===== config.mk =====
export PLATFORM = sky130hd
export DESIGN_NAME = alu_seq
export DESIGN_NICKNAME = d
export VERILOG_FILES = /design/src/rtl/alu_pkg.sv /design/src/rtl/alu_mul_seq.sv /design/src/rtl/alu_seq.sv
export SDC_FILE = /design/constraint.sdc
export NUM_CORES = 1
export LEC_CHECK = 0
export CAP_MARGIN = 20
export CORE_MARGIN = 2
export CORE_UTILIZATION = 60
export CTS_BUF_LIST = sky130_fd_sc_hd__clkbuf_4
export CTS_CLUSTER_SIZE = 30
export DETAILED_ROUTE_END_ITERATION = 12
export PLACE_DENSITY = 0.87
export SETUP_SLACK_MARGIN = 0.05
export SLEW_MARGIN = 20
export SYNTH_ARGS = -nofsm -noshare
export SYNTH_HDL_FRONTEND = slang
export SYNTH_SLANG_ARGS = --single-unit

===== constraint.sdc =====
create_clock -name clk -period 5.7 [get_ports clk]
set_input_delay 0.855 -clock clk [delete_from_list [all_inputs] [get_ports clk]]
set_output_delay 0.855 -clock clk [all_outputs]
set_load 0.05 [all_outputs]

===== src/rtl/alu_pkg.sv =====
// alu_pkg: opcode encodings, flag bit positions and FSM state type for alu_seq.
`default_nettype none

package alu_pkg;

  localparam logic [3:0] OP_NOP = 4'h0;
  localparam logic [3:0] OP_ADD = 4'h1;
  localparam logic [3:0] OP_SUB = 4'h2;
  localparam logic [3:0] OP_AND = 4'h3;
  localparam logic [3:0] OP_OR  = 4'h4;
  localparam logic [3:0] OP_XOR = 4'h5;
  localparam logic [3:0] OP_SHL = 4'h6;
  localparam logic [3:0] OP_SHR = 4'h7;
  localparam logic [3:0] OP_MUL = 4'h8;

  // flags = {illegal, overflow, negative, zero}
  localparam int FLAG_ZERO = 0;
  localparam int FLAG_NEG  = 1;
  localparam int FLAG_OVF  = 2;
  localparam int FLAG_ILL  = 3;

  typedef enum logic {
    IDLE = 1'b0,
    MUL  = 1'b1
  } state_t;

endpackage

`default_nettype wire


===== src/rtl/alu_mul_seq.sv =====
// alu_mul_seq: iterative shift-add unsigned multiplier, one multiplier bit per cycle.
`default_nettype none

module alu_mul_seq #(
  parameter int WIDTH = 8
) (
  input  logic               clk,
  input  logic               rst_n,
  input  logic               start,
  input  logic [WIDTH-1:0]   a,
  input  logic [WIDTH-1:0]   b,
  output logic               done,
  output logic [2*WIDTH-1:0] product
);

  localparam int CW = $clog2(WIDTH);

  logic [CW-1:0]      count;
  logic               active;
  logic [2*WIDTH-1:0] mcand;
  logic [2*WIDTH-1:0] acc;
  logic [2*WIDTH-1:0] acc_next;
  logic [WIDTH-1:0]   mplier;

  assign acc_next = mplier[0] ? (acc + mcand) : acc;
  assign done     = active && (count == CW'(WIDTH - 1));
  // The final partial sum is exposed combinationally so the result lands on the last iteration edge.
  assign product  = acc_next;

  always_ff @(posedge clk) begin
    if (!rst_n) begin
      count  <= '0;
      active <= 1'b0;
      mcand  <= '0;
      acc    <= '0;
      mplier <= '0;
    end else if (start) begin
      count  <= '0;
      active <= 1'b1;
      mcand  <= {{WIDTH{1'b0}}, a};
      acc    <= '0;
      mplier <= b;
    end else if (active) begin
      acc    <= acc_next;
      mcand  <= mcand << 1;
      mplier <= mplier >> 1;
      count  <= count + 1'b1;
      if (done) begin
        active <= 1'b0;
      end
    end
  end

endmodule

`default_nettype wire


===== src/rtl/alu_seq.sv =====
// alu_seq: registered ALU with valid/ready handshake, status flags, shifts and iterative multiply.
`default_nettype none

module alu_seq
  import alu_pkg::*;
#(
  parameter int WIDTH    = 8,
  parameter int OP_WIDTH = 4
) (
  input  logic                clk,
  input  logic                rst_n,
  input  logic                in_valid,
  output logic                in_ready,
  input  logic [OP_WIDTH-1:0] alu_op,
  input  logic [WIDTH-1:0]    op1,
  input  logic [WIDTH-1:0]    op2,
  output logic                out_valid,
  input  logic                out_ready,
  output logic [WIDTH:0]      out,
  output logic [3:0]          flags
);

  localparam int SW = $clog2(WIDTH);

  state_t             state;
  state_t             state_next;
  logic               busy;
  logic               accept;
  logic               mul_start;
  logic               mul_done;
  logic [2*WIDTH-1:0] product;
  logic [SW-1:0]      sh;
  logic [WIDTH:0]     res;
  logic               res_ovf;
  logic               res_ill;
  logic               load;
  logic [WIDTH:0]     load_out;
  logic               load_ovf;
  logic               load_ill;

  assign busy      = (state == MUL);
  assign in_ready  = rst_n && !busy && (!out_valid || out_ready);
  assign accept    = in_valid && in_ready;
  assign mul_start = accept && (alu_op == OP_WIDTH'(OP_MUL));
  assign sh        = op2[SW-1:0];

  alu_mul_seq #(
    .WIDTH (WIDTH)
  ) u_mul (
    .clk     (clk),
    .rst_n   (rst_n),
    .start   (mul_start),
    .a       (op1),
    .b       (op2),
    .done    (mul_done),
    .product (product)
  );

  always_comb begin
    res     = '0;
    res_ovf = 1'b0;
    res_ill = 1'b0;
    case (alu_op)
      OP_WIDTH'(OP_NOP): res = '0;
      OP_WIDTH'(OP_ADD): begin
        res     = {1'b0, op1} + {1'b0, op2};
        res_ovf = (op1[WIDTH-1] == op2[WIDTH-1]) && (res[WIDTH-1] != op1[WIDTH-1]);
      end
      OP_WIDTH'(OP_SUB): begin
        res     = {1'b0, op1} - {1'b0, op2};
        res_ovf = (op1[WIDTH-1] != op2[WIDTH-1]) && (res[WIDTH-1] != op1[WIDTH-1]);
      end
      OP_WIDTH'(OP_AND): res = {1'b0, op1 & op2};
      OP_WIDTH'(OP_OR):  res = {1'b0, op1 | op2};
      OP_WIDTH'(OP_XOR): res = {1'b0, op1 ^ op2};
      OP_WIDTH'(OP_SHL): res = {1'b0, op1} << sh;
      OP_WIDTH'(OP_SHR): res = {1'b0, op1 >> sh};
      OP_WIDTH'(OP_MUL): res = '0;
      default:           res_ill = 1'b1;
    endcase
  end

  always_comb begin
    state_next = state;
    case (state)
      IDLE:    if (mul_start) state_next = MUL;
      MUL:     if (mul_done)  state_next = IDLE;
      default: state_next = IDLE;
    endcase
  end

  always_ff @(posedge clk) begin
    if (!rst_n) begin
      state <= IDLE;
    end else begin
      state <= state_next;
    end
  end

  // A MUL completion only happens while busy, so it never competes with a single-cycle accept.
  assign load     = (accept && !mul_start) || (busy && mul_done);
  assign load_out = busy ? {|product[2*WIDTH-1:WIDTH], product[WIDTH-1:0]} : res;
  assign load_ovf = busy ? 1'b0 : res_ovf;
  assign load_ill = busy ? 1'b0 : res_ill;

  always_ff @(posedge clk) begin
    if (!rst_n) begin
      out       <= '0;
      flags     <= '0;
      out_valid <= 1'b0;
    end else if (load) begin
      out              <= load_out;
      flags[FLAG_ZERO] <= (load_out[WIDTH-1:0] == '0);
      flags[FLAG_NEG]  <= load_out[WIDTH-1];
      flags[FLAG_OVF]  <= load_ovf;
      flags[FLAG_ILL]  <= load_ill;
      out_valid        <= 1'b1;
    end else if (out_ready) begin
      out_valid <= 1'b0;
    end
  end

endmodule

`default_nettype wire


==> metrics.md, run 1 <==
| Metric | Value |
|---|---|
| Status | completed |
| CP max stage cell | clkdlybuf4s50_1 |
| Worst-Margin Slew | 0.961 ns |
| Synthesized cell area | 0.00502 mm^2 |
| Final Max Slew Viols | 0 |
| Die Footprint | approximately 0.0091 mm^2 |
| Power Density | around 180 mW/mm^2 |
| Final min period | 4.08 ns |
| Final Non-Filler Cells | roughly 770 |
| Later-pin clock latency in the skew report | ~0.42 ns |
| Synth Flop Type | dfxtp_1 |
| Clock root cell | clkbuf_4 |
| Row count | 33 |
| Hold Slack | between 0.4 and 0.5 ns |
| Area of the multi-input gates | 0.00360 mm^2 |
| Antenna-violating nets left | 0 |
| Worst VDD drop | slightly above 0.0001 V |
| RSZ-0062 raised after global routing | no |
| P&R area growth vs syn | 11.1% |
| Met1 usage | 42.0% |
| Avg WL per Cell | 18.7 um |
| Height of the chip | approximately 95 um |
| Hold path cells | 2 |
| Hold Fails Final Rpt | 0 |
| Setup WS pre-CTS | roughly 1.4 ns |
| Final setup fails | 0 |
| Setup tns final | 0 ns |
| Crit start category | input port |
| Synth warnings | 0 |
| Largest net degree at the start of global routing | 35 |
| Met3 Track Usage GR | 5.85% |
| Pre-antenna DRT Iters | 6 |
| Post-synth ARST share | 0% |
| CP Data Arrival Time | approximately 3.2 ns |
| Num ports | 39 |
| Vias/cell | between 6 and 7 |
| CTS tree | done |
| Post-synth EDFFs | 0 |
| Ratio of final minimum period to clock period | a little under three quarters |
| Worst-path clk slew | ~0.11 ns |
| Clock skew | 0.0306 ns |
| Final WL | 14,400 um |
| Crit-path cells | clkdlybuf4s50_1 > inv_2 > nor3_1 > clkdlybuf4s50_1 |
| Max Freq | roughly 240 MHz |
| Synth Net Count | about 710 |
| Finished Core Util | just under 70% |
| Synthesis-stage register bit count | 58 |
| Hpwl dp | around 11,000 um |
| Die width | roughly 95 um |
| CP Capture Type | output port |
| R2R Setup Slk | approximately 3.0 ns |
| Nets | around 730 |
| Worst setup margin | about 1.6 ns |
| First-pass GRT wire length | between 20,000 and 25,000 um |
| Avg Inst Size Synth | approximately 7.9 um^2 |
| CTS Buf Count | 9 |
| Clock tree buffer depth | 2 |
| Post-cts resize count | 0 |
| Vias in the first global route | approximately 4,700 |
| Seq/Total Area, Yosys | between 20% and 30% |
| Max-cap violation count | 0 |
| Most common cell after layout, fill and taps aside | nor2_1 |
| Core footprint | between 0.008 and 0.009 mm^2 |
| Crit-path most repeated cell | clkdlybuf4s50_1 |
| Filler instances | around 700 |
| Layout cells sized above 1 | 5.13% |
| Diode count | 0 |
| Commonest non-fill, non-tap cells in the layout | nor2_1 (80), nand2_1 (62), dfxtp_1 (57) |
| Initial Util | 61.4% |
| Port Buffers | 38 |
| Initial DRC Count | around 460 |
| Crit path required time | roughly 4.9 ns |
| Crit Path Class | input port to output port |
| Number of remaining DRC errors | 0 |
| Vias | between 5,000 and 6,000 |
| Total grt overflow | 0 |
| Global-route met2 utilization | between 50% and 60% |
| GRT Total Usage | between 30 and 40% |
| R2R depth | 11 |
| Hold-fix buffers at CTS | 0 |
| CP max FO | 28 |
| Placed instance count | ~750 |
| Pleak | 2.17 nW |
| Post-synthesis instance total | 639 |
| Synth cell types | 67 |
| Slowest cell delay on critical path | roughly 0.92 ns |
| Register Area | around 0.0012 mm^2 |
| Hold crit path type | flop to flop |
| Max_slew headroom | a little over a third |
| GRT busiest layer | met2 |
| Post-CTS Setup Bufs | 0 |
| Initial antenna violation count | 0 |
| Clock sinks | between 50 and 60 |
| Gp weighted congestion | 0.977 |
| H-tree levels | 3 |
[layer usage]
layer / vias up / wire [um]
met5: - / 0
met4: 0 / 585
met3: 58 / 1140
met2: 263 / 6680
met1: 2355 / 5960
li1: 2381 / -
[layout make-up]
type / count / share of cell area (%)
Multi-Input combinational cell: 517 / 64.6
Sequential cell: 58 / 20.8
Timing Repair Buffer: 42 / 7.36
Tap cell: 105 / 2.36
Inverter: 30 / 2.02
Clock inverter: 6 / 1.46
Clock buffer: 10 / 1.35
[final timing paths]
check | end | start
worst min-delay path | flags[2]$_SDFFE_PN0P_ | flags[2]$_SDFFE_PN0P_
worst min register to register | flags[2]$_SDFFE_PN0P_ | flags[2]$_SDFFE_PN0P_
worst max register to register | out[8]$_SDFFE_PN0P_ | u_mul.acc[0]$_SDFFE_PP0P_
worst max-delay path | in_ready | rst_n
[power by group]
group | internal (mW) | leakage, nW | switching [mW]
Combinational | 0.0927 | 1.62 | 0.149
Sequential | 0.413 | 0.470 | 0.00533
Clock | 0.180 | 0.0854 | 0.167
[worst max-delay path: cells and delay by family]
family / cells / cell delay, ns
buf+inv: 3 / 1.82
simple gates: 1 / 0.55
[synthesized netlist by cell type (3+ instances only)]
library cell	n	area share, %
and3_1	4	0.50
nor2_1	80	6.0
nor2b_1	9	1.1
nand2_1	62	4.6
dfxtp_1	58	23
xor2_1	4	0.70
or3_1	3	0.37
o21a_1	6	0.90
nor4_1	5	0.62
nor3_1	14	1.4
inv_1	28	2.1
ha_1	42	10
a31oi_1	5	0.62
a211oi_1	29	4.3
nand3b_1	4	0.60
and2_1	8	1.0
a22o_1	5	0.87
mux2i_1	41	8.2
mux4_2	5	2.2
nand3_1	17	1.7
nand2b_1	5	0.62
nor3b_1	8	1.2
clkbuf_1	26	1.9
o211ai_1	4	0.60
a21o_1	7	1.0
o21ai_1	3	0.30
a22oi_1	3	0.45
o21ai_0	31	3.1
a311oi_1	4	0.70
xnor2_1	11	1.9
a221oi_1	8	1.4
fa_1	3	1.2
a21oi_1	44	4.4
mux4_1	3	1.6
buf_2	4	0.40
o21bai_1	4	0.60
[cell families (layout without fill, tap and decap cells)]
kind of cell,Yosys count,count (layout),share of synthesized area [%]
DFF,58,58,23.1
buffers and inverters,64,88,5.11
xor gates and xnor gates,15,15,2.62
adders and majority gates,45,45,11.7
and+or+nand+nor,226,226,20.9
AOI/OAI and AO/OA,180,180,24.2
muxes,51,51,12.4
[state kept, by name, indices dropped and copies added (netlist names)]
register      count
out               9
u_mul.mplier      8
u_mul.acc        16
out_valid         1
u_mul.mcand      16
busy              1
u_mul.count       3
u_mul.active      1
flags             3
[metrics by stage]
stage,power (mW),cell area (um^2)
after floorplan,0.587,5020
after global placement,0.661,5420
after detailed placement,0.664,5420
after CTS,1.01,5580
after global routing,1.05,5580
final,1.01,5580
Power figures use the tool's default switching activity.
==> run 2, diff against run 1 <==
==> constraint.sdc (replaced) <==
create_clock -name clk -period 4 [get_ports clk]
set_input_delay 0.6 -clock clk [delete_from_list [all_inputs] [get_ports clk]]
set_output_delay 0.6 -clock clk [all_outputs]
set_load 0.05 [all_outputs]
==> metrics.md, run 2 (synthesized netlist as in run 1, its figures left out) <==
| Metric | Value |
|---|---|
| Critical Path Source | op1[0] |
| Initial DRC Count | around 420 |
| Hold-fix buffers at CTS | 0 |
| Hpwl dp | approximately 11,000 um |
| Commonest non-fill, non-tap cells in the layout | nor2_1 (80), nand2_1 (62), dfxtp_1 (57) |
| R2R depth | 9 |
| Seq pwr share | a little over two fifths |
| Num ports | 39 |
| Vias in the first global route | 4,963 |
| Initial Util | approximately three fifths |
| Switching Share | 33.1% |
| Port Buffers | 38 |
| Critical R2R Capture | out[8]$_SDFFE_PN0P_ |
| Int Power | ~0.92 mW |
| Worst-Margin Slew | just over 0.9 ns |
| Diode count | 0 |
| Crit path to | out[8]$_SDFFE_PN0P_ |
| CP Data Arrival Time | roughly 3.6 ns |
| Sw power | 0.455 mW |
| Register Area | approximately 0.0012 mm^2 |
| CP max FO | 7 |
| Total grt overflow | 0 |
| Number of remaining DRC errors | 0 |
| Max Freq | approximately 300 MHz |
| Max_slew headroom | roughly 39% |
| Later-pin clock latency in the skew report | 0.41 ns |
| Clock skew | between 0.02 and 0.025 ns |
| Power Density | 244 mW/mm^2 |
| Die Footprint | approximately 0.0091 mm^2 |
| Initial antenna violation count | 0 |
| Final Max Slew Viols | 0 |
| Clock sinks | slightly below 60 |
| Hold crit path type | flop to flop |
| RR Startpoint | u_mul.acc[3]$_SDFFE_PP0P_ |
| Hold Slack | between 0.4 and 0.5 ns |
| H-tree levels | 3 |
| GRT Total Usage | between 30% and 40% |
| CTS Buf Count | 9 |
| Largest net degree at the start of global routing | 35 |
| Clock tree buffer depth | 2 |
| Crit path required time | between 4 and 5 ns |
| Hold Fails Final Rpt | 0 |
| Max-cap violation count | 0 |
| First-pass GRT wire length | 24,600 um |
| Area of the multi-input gates | ~0.0036 mm^2 |
| Most common cell after layout, fill and taps aside | nor2_1 |
| Vias | 5,124 |
| Ratio of final minimum period to clock period | between 80% and 90% |
| Post-cts resize count | 0 |
| RSZ-0062 raised after global routing | no |
| Height of the chip | 95.5 um |
| Nets | between 700 and 800 |
| Final setup fails | 0 |
| CP Capture Type | flop |
| Pre-antenna DRT Iters | 7 |
| Filler instances | 665 |
| Final min period | roughly 3.4 ns |
| Avg WL per Cell | between 15 and 20 um |
| Setup tns final | 0 ns |
| Die width | about 95 um |
| Row count | 33 |
| Worst-path clk slew | 0.10 ns |
| Biggest regs | u_mul.acc: 16 flops, u_mul.mcand: 16 flops, out: 9 flops |
| Post-CTS Setup Bufs | 0 |
| Core footprint | 0.00818 mm^2 |
| Clock power share | slightly above 30% |
| P&R area growth vs syn | 12.5% |
| Combinational Power Share | roughly a quarter |
| R2R Setup Slk | 0.98 ns |
| Antenna-violating nets left | 0 |
| Crit start category | input port |
| Clock root cell | clkbuf_4 |
| Status | completed |
| Gp weighted congestion | approximately 1.1 |
| Worst VDD drop | between 0.00015 and 0.0002 V |
| Crit Path Class | input port to flop |
| Final WL | 14,900 um |
| Pleak | ~2.2 nW |
| Vias/cell | 6.56 |
| Layout cells sized above 1 | 6.95% |
| CTS tree | done |
run 2: worst min path at each step:
stage / start / endpoint / slack [ns] / cells after the start
floorplan: u_mul.acc[12]$_SDFFE_PP0P_ / u_mul.acc[12]$_SDFFE_PP0P_ / 0.45 / 2
global placement: flags[2]$_SDFFE_PN0P_ / flags[2]$_SDFFE_PN0P_ / 0.44 / 2
detailed placement: flags[2]$_SDFFE_PN0P_ / flags[2]$_SDFFE_PN0P_ / 0.46 / 2
CTS: flags[2]$_SDFFE_PN0P_ / flags[2]$_SDFFE_PN0P_ / 0.48 / 2
global route: flags[2]$_SDFFE_PN0P_ / flags[2]$_SDFFE_PN0P_ / 0.50 / 2
finish: flags[2]$_SDFFE_PN0P_ / flags[2]$_SDFFE_PN0P_ / 0.47 / 2
run 2: power groups by stage:
stage | logic [mW] | registers [mW] | clock network (mW)
floorplan | 0.200 | 0.637 | 0
global placement | 0.342 | 0.609 | 0
detailed placement | 0.347 | 0.610 | 0
CTS | 0.348 | 0.597 | 0.428
global route | 0.383 | 0.599 | 0.459
finish | 0.355 | 0.597 | 0.425
run 2: final cells by class:
cell class                      instances  area share [%]
Tap cell                              105            2.32
Sequential cell                        58            20.6
Multi-Input combinational cell        517            63.8
Clock inverter                          6            1.02
Timing Repair Buffer                   55            8.99
Inverter                               30            1.99
Clock buffer                           10            1.33
run 2: per-layer routing:
metal	share of wire, %	track usage (%)	up-vias	routed length, um
li1	-	-	2404	-
met1	40	42.7	2363	6030
met2	46	58.1	288	6950
met3	7.4	5.69	69	1110
met4	5.7	18.2	0	859
met5	0	0	-	0
run 2: through the flow:
stage	total power, mW	util, %	std cells	area [um^2]	setup WS (ns)
finish	1.38	69.1	781	5650	0.635
global route	1.44	69.1	781	5650	0.457
CTS	1.37	69.1	781	5650	0.698
detailed placement	0.957	67.5	765	5520	0.377
global placement	0.951	67.5	765	5520	0.479
floorplan	0.837	-	639	5020	0.561
run 2: critical path, cell delays in order:
cell and delay (ns):
clkdlybuf4s50_1 0.54, ha_1 0.32, fa_1 0.43, a211oi_1 0.30, o21bai_1 0.17, nor3_1 0.17
o21bai_1 0.09, a311oi_1 0.35, o2111ai_1 0.18, nor4_1 0.32, a31oi_1 0.15
==> run 3, diff against run 2 <==
--- a/config.mk
+++ b/config.mk
@@ -7,11 +7,11 @@
 export LEC_CHECK = 0
 export CAP_MARGIN = 20
 export CORE_MARGIN = 2
-export CORE_UTILIZATION = 60
+export CORE_UTILIZATION = 55
 export CTS_BUF_LIST = sky130_fd_sc_hd__clkbuf_4
 export CTS_CLUSTER_SIZE = 30
 export DETAILED_ROUTE_END_ITERATION = 12
-export PLACE_DENSITY = 0.87
+export PLACE_DENSITY = 0.84
 export SETUP_SLACK_MARGIN = 0.05
 export SLEW_MARGIN = 20
 export SYNTH_ARGS = -nofsm -noshare
==> constraint.sdc (replaced) <==
create_clock -name clk -period 3 [get_ports clk]
set_input_delay 0.45 -clock clk [delete_from_list [all_inputs] [get_ports clk]]
set_output_delay 0.45 -clock clk [all_outputs]
set_load 0.05 [all_outputs]
==> metrics.md, run 3 (synthesized netlist as in run 1, its figures left out) <==
| Metric | Value |
|---|---|
| Pleak | 2.57 nW |
| Antenna-violating nets left | 0 |
| Vias | 5,281 |
| Layout cells sized above 1 | between 15 and 20% |
| Clock tree buffer depth | 2 |
| First-pass GRT wire length | approximately 25,000 um |
| Clock sinks | between 50 and 60 |
| Status | completed |
| Total grt overflow | 0 |
| Gp weighted congestion | 1.04 |
| Worst-path clk slew | ~0.12 ns |
| Slowest cell delay on critical path | about 0.43 ns |
| Worst VDD drop | 0.000181 V |
| Area of the multi-input gates | 0.00364 mm^2 |
| Power Density | about 330 mW/mm^2 |
| Final min period | between 2 and 3 ns |
| Post-Layout Inst Area | 0.00624 mm^2 |
| Die Footprint | a little under 0.01 mm^2 |
| Crit Path Class | input port to flop |
| Setup tns final | 0 ns |
| Max-cap violation count | 0 |
| Vias/cell | between 6 and 7 |
| Final Max Slew Viols | 0 |
| Die width | 99.6 um |
| Pre-antenna DRT Iters | 6 |
| Final WL | approximately 16,000 um |
| Crit path required time | ~3.3 ns |
| CTS tree | done |
| Num ports | 39 |
| Diode count | 0 |
| Max_slew headroom | around 42% |
| Final setup fails | 0 |
| CP Data Arrival Time | around 3.2 ns |
| Crit start category | input port |
| Clock skew | about 0.015 ns |
| Finished Core Util | around 71% |
| RSZ-0062 raised after global routing | no |
| GRT Total Usage | between 30% and 40% |
| Filler instances | 713 |
| CP max FO | 6 |
| Cell family with most CP delay | compound AO/OA/AOI/OAI gates |
| Hold crit path type | flop to flop |
| CP Capture Type | flop |
| H-tree levels | 3 |
| Biggest regs | u_mul.acc: 16 flops, u_mul.mcand: 16 flops, out: 9 flops |
| Largest net degree at the start of global routing | 33 |
| Row count | 34 |
| Initial antenna violation count | 0 |
| Placed inst area | 0.00604 mm^2 |
| Height of the chip | 99.6 um |
| Port Buffers | 38 |
| Initial Util | between 50 and 60% |
| Hold Fails Final Rpt | 0 |
| Nets | 805 |
| Vias in the first global route | about 5,100 |
| Worst-Margin Slew | about 0.86 ns |
| Ratio of final minimum period to clock period | about 95% |
| Post-CTS Setup Bufs | 0 |
| Register Area | 0.00116 mm^2 |
| Clock root cell | clkbuf_4 |
| Core footprint | around 0.009 mm^2 |
| CTS Buf Count | 9 |
| Number of remaining DRC errors | 0 |
| P&R area growth vs syn | 24.2% |
| Most common cell after layout, fill and taps aside | buf_4 |
| Initial DRC Count | about 370 |
| Commonest non-fill, non-tap cells in the layout | buf_4 (81), nor2_1 (80), nand2_1 (62) |
| CP max stage cell | clkdlybuf4s50_1 |
| Later-pin clock latency in the skew report | 0.41 ns |
| Crit-path cells | clkdlybuf4s50_1 > buf_4 > ha_1 > fa_1 > o21bai_1 > a311oi_1 > o21ai_1 > xnor2_1 > a221o_1 > a21oi_1 > nand2_1 > o31ai_2 |
| Avg WL per Cell | 18.4 um |
| Hpwl dp | around 12,000 um |
| Buf+Inv Stages, Crit Path | 2 |
| Max Freq | between 300 and 400 MHz |
[run 3: cell count changes in the layout (fill, tap and decap cells not counted), moves of 2 or more]
cell | previous run | this run
buf_4 | 17 | 81
a211oi_1 | 29 | 27
a211oi_2 | 0 | 2
buf_12 | 0 | 2
clkinv_1 | 3 | 1
inv_6 | 0 | 2
o21ai_0 | 31 | 29
o21ai_1 | 3 | 5
[run 3: report_power, final]
part	total (mW)	leakage (nW)	internal [mW]	switching [mW]
logic	0.567	2.02	0.258	0.309
registers	0.797	0.470	0.785	0.0116
clock network	0.674	0.0831	0.344	0.329
total	2.04	2.57	1.39	0.650
[run 3: metrics by stage]
| stage | setup slack (ns) | hold slack [ns] | total power [mW] | std cells |
|---|---|---|---|---|
| 6_report | 0.147 | 0.470 | 2.04 | 849 |
| 5_1_grt | 0.0503 | 0.496 | 2.12 | 849 |
| 4_1_cts | 0.101 | 0.474 | 2.03 | 849 |
| 3_5_place_dp | -0.389 | 0.454 | 1.36 | 833 |
| 3_3_place_gp | -0.323 | 0.441 | 1.36 | 833 |
| 2_1_floorplan | 0.0870 | 0.449 | 1.12 | 639 |
[run 3: worst paths after layout]
| path | cells past startpoint | start | end | slack [ns] |
|---|---|---|---|---|
| min reg2reg | 2 | flags[2]$_SDFFE_PN0P_ | flags[2]$_SDFFE_PN0P_ | 0.47 |
| max reg2reg | 11 | u_mul.mcand[0]$_SDFFE_PN0P_ | out[8]$_SDFFE_PN0P_ | 0.25 |
| max | 12 | op2[0] | flags[0]$_SDFFE_PN0P_ | 0.15 |
| min | 2 | flags[2]$_SDFFE_PN0P_ | flags[2]$_SDFFE_PN0P_ | 0.47 |
[run 3: cell type report]
| type | count | share of cell area (%) |
|---|---|---|
| clock buffers | 9 | 1.08 |
| clock inverters | 7 | 1.63 |
| inverters | 30 | 1.81 |
| multi-input cells | 517 | 58.3 |
| flip-flops and latches | 58 | 18.6 |
| well taps | 108 | 2.17 |
| repair buffers | 120 | 16.3 |
[run 3: worst min-delay path, stage by stage, from the launching register on]
cell and delay [ns]:
dfxtp_1 0.33, nand2_1 0.05, a21oi_1 0.05
[run 3: per-layer routing]
metal  wire length (um)  track usage [%]  up-vias
li1                   -                -     2535
met4                561             11.8        0
met5                  0                0        -
met2               7750             56.3      221
met1               6390             38.5     2473
met3                908             4.78       52
[run 3: repair_timing]
item / 4_1_cts / 5_1_grt
endpoints found under the setup margin: 1 / 4
gates resized for setup: 1 / 7
hold buffers: 0 / 0
gates cloned: 0 / 0
endpoints found under the hold margin: 0 / 0
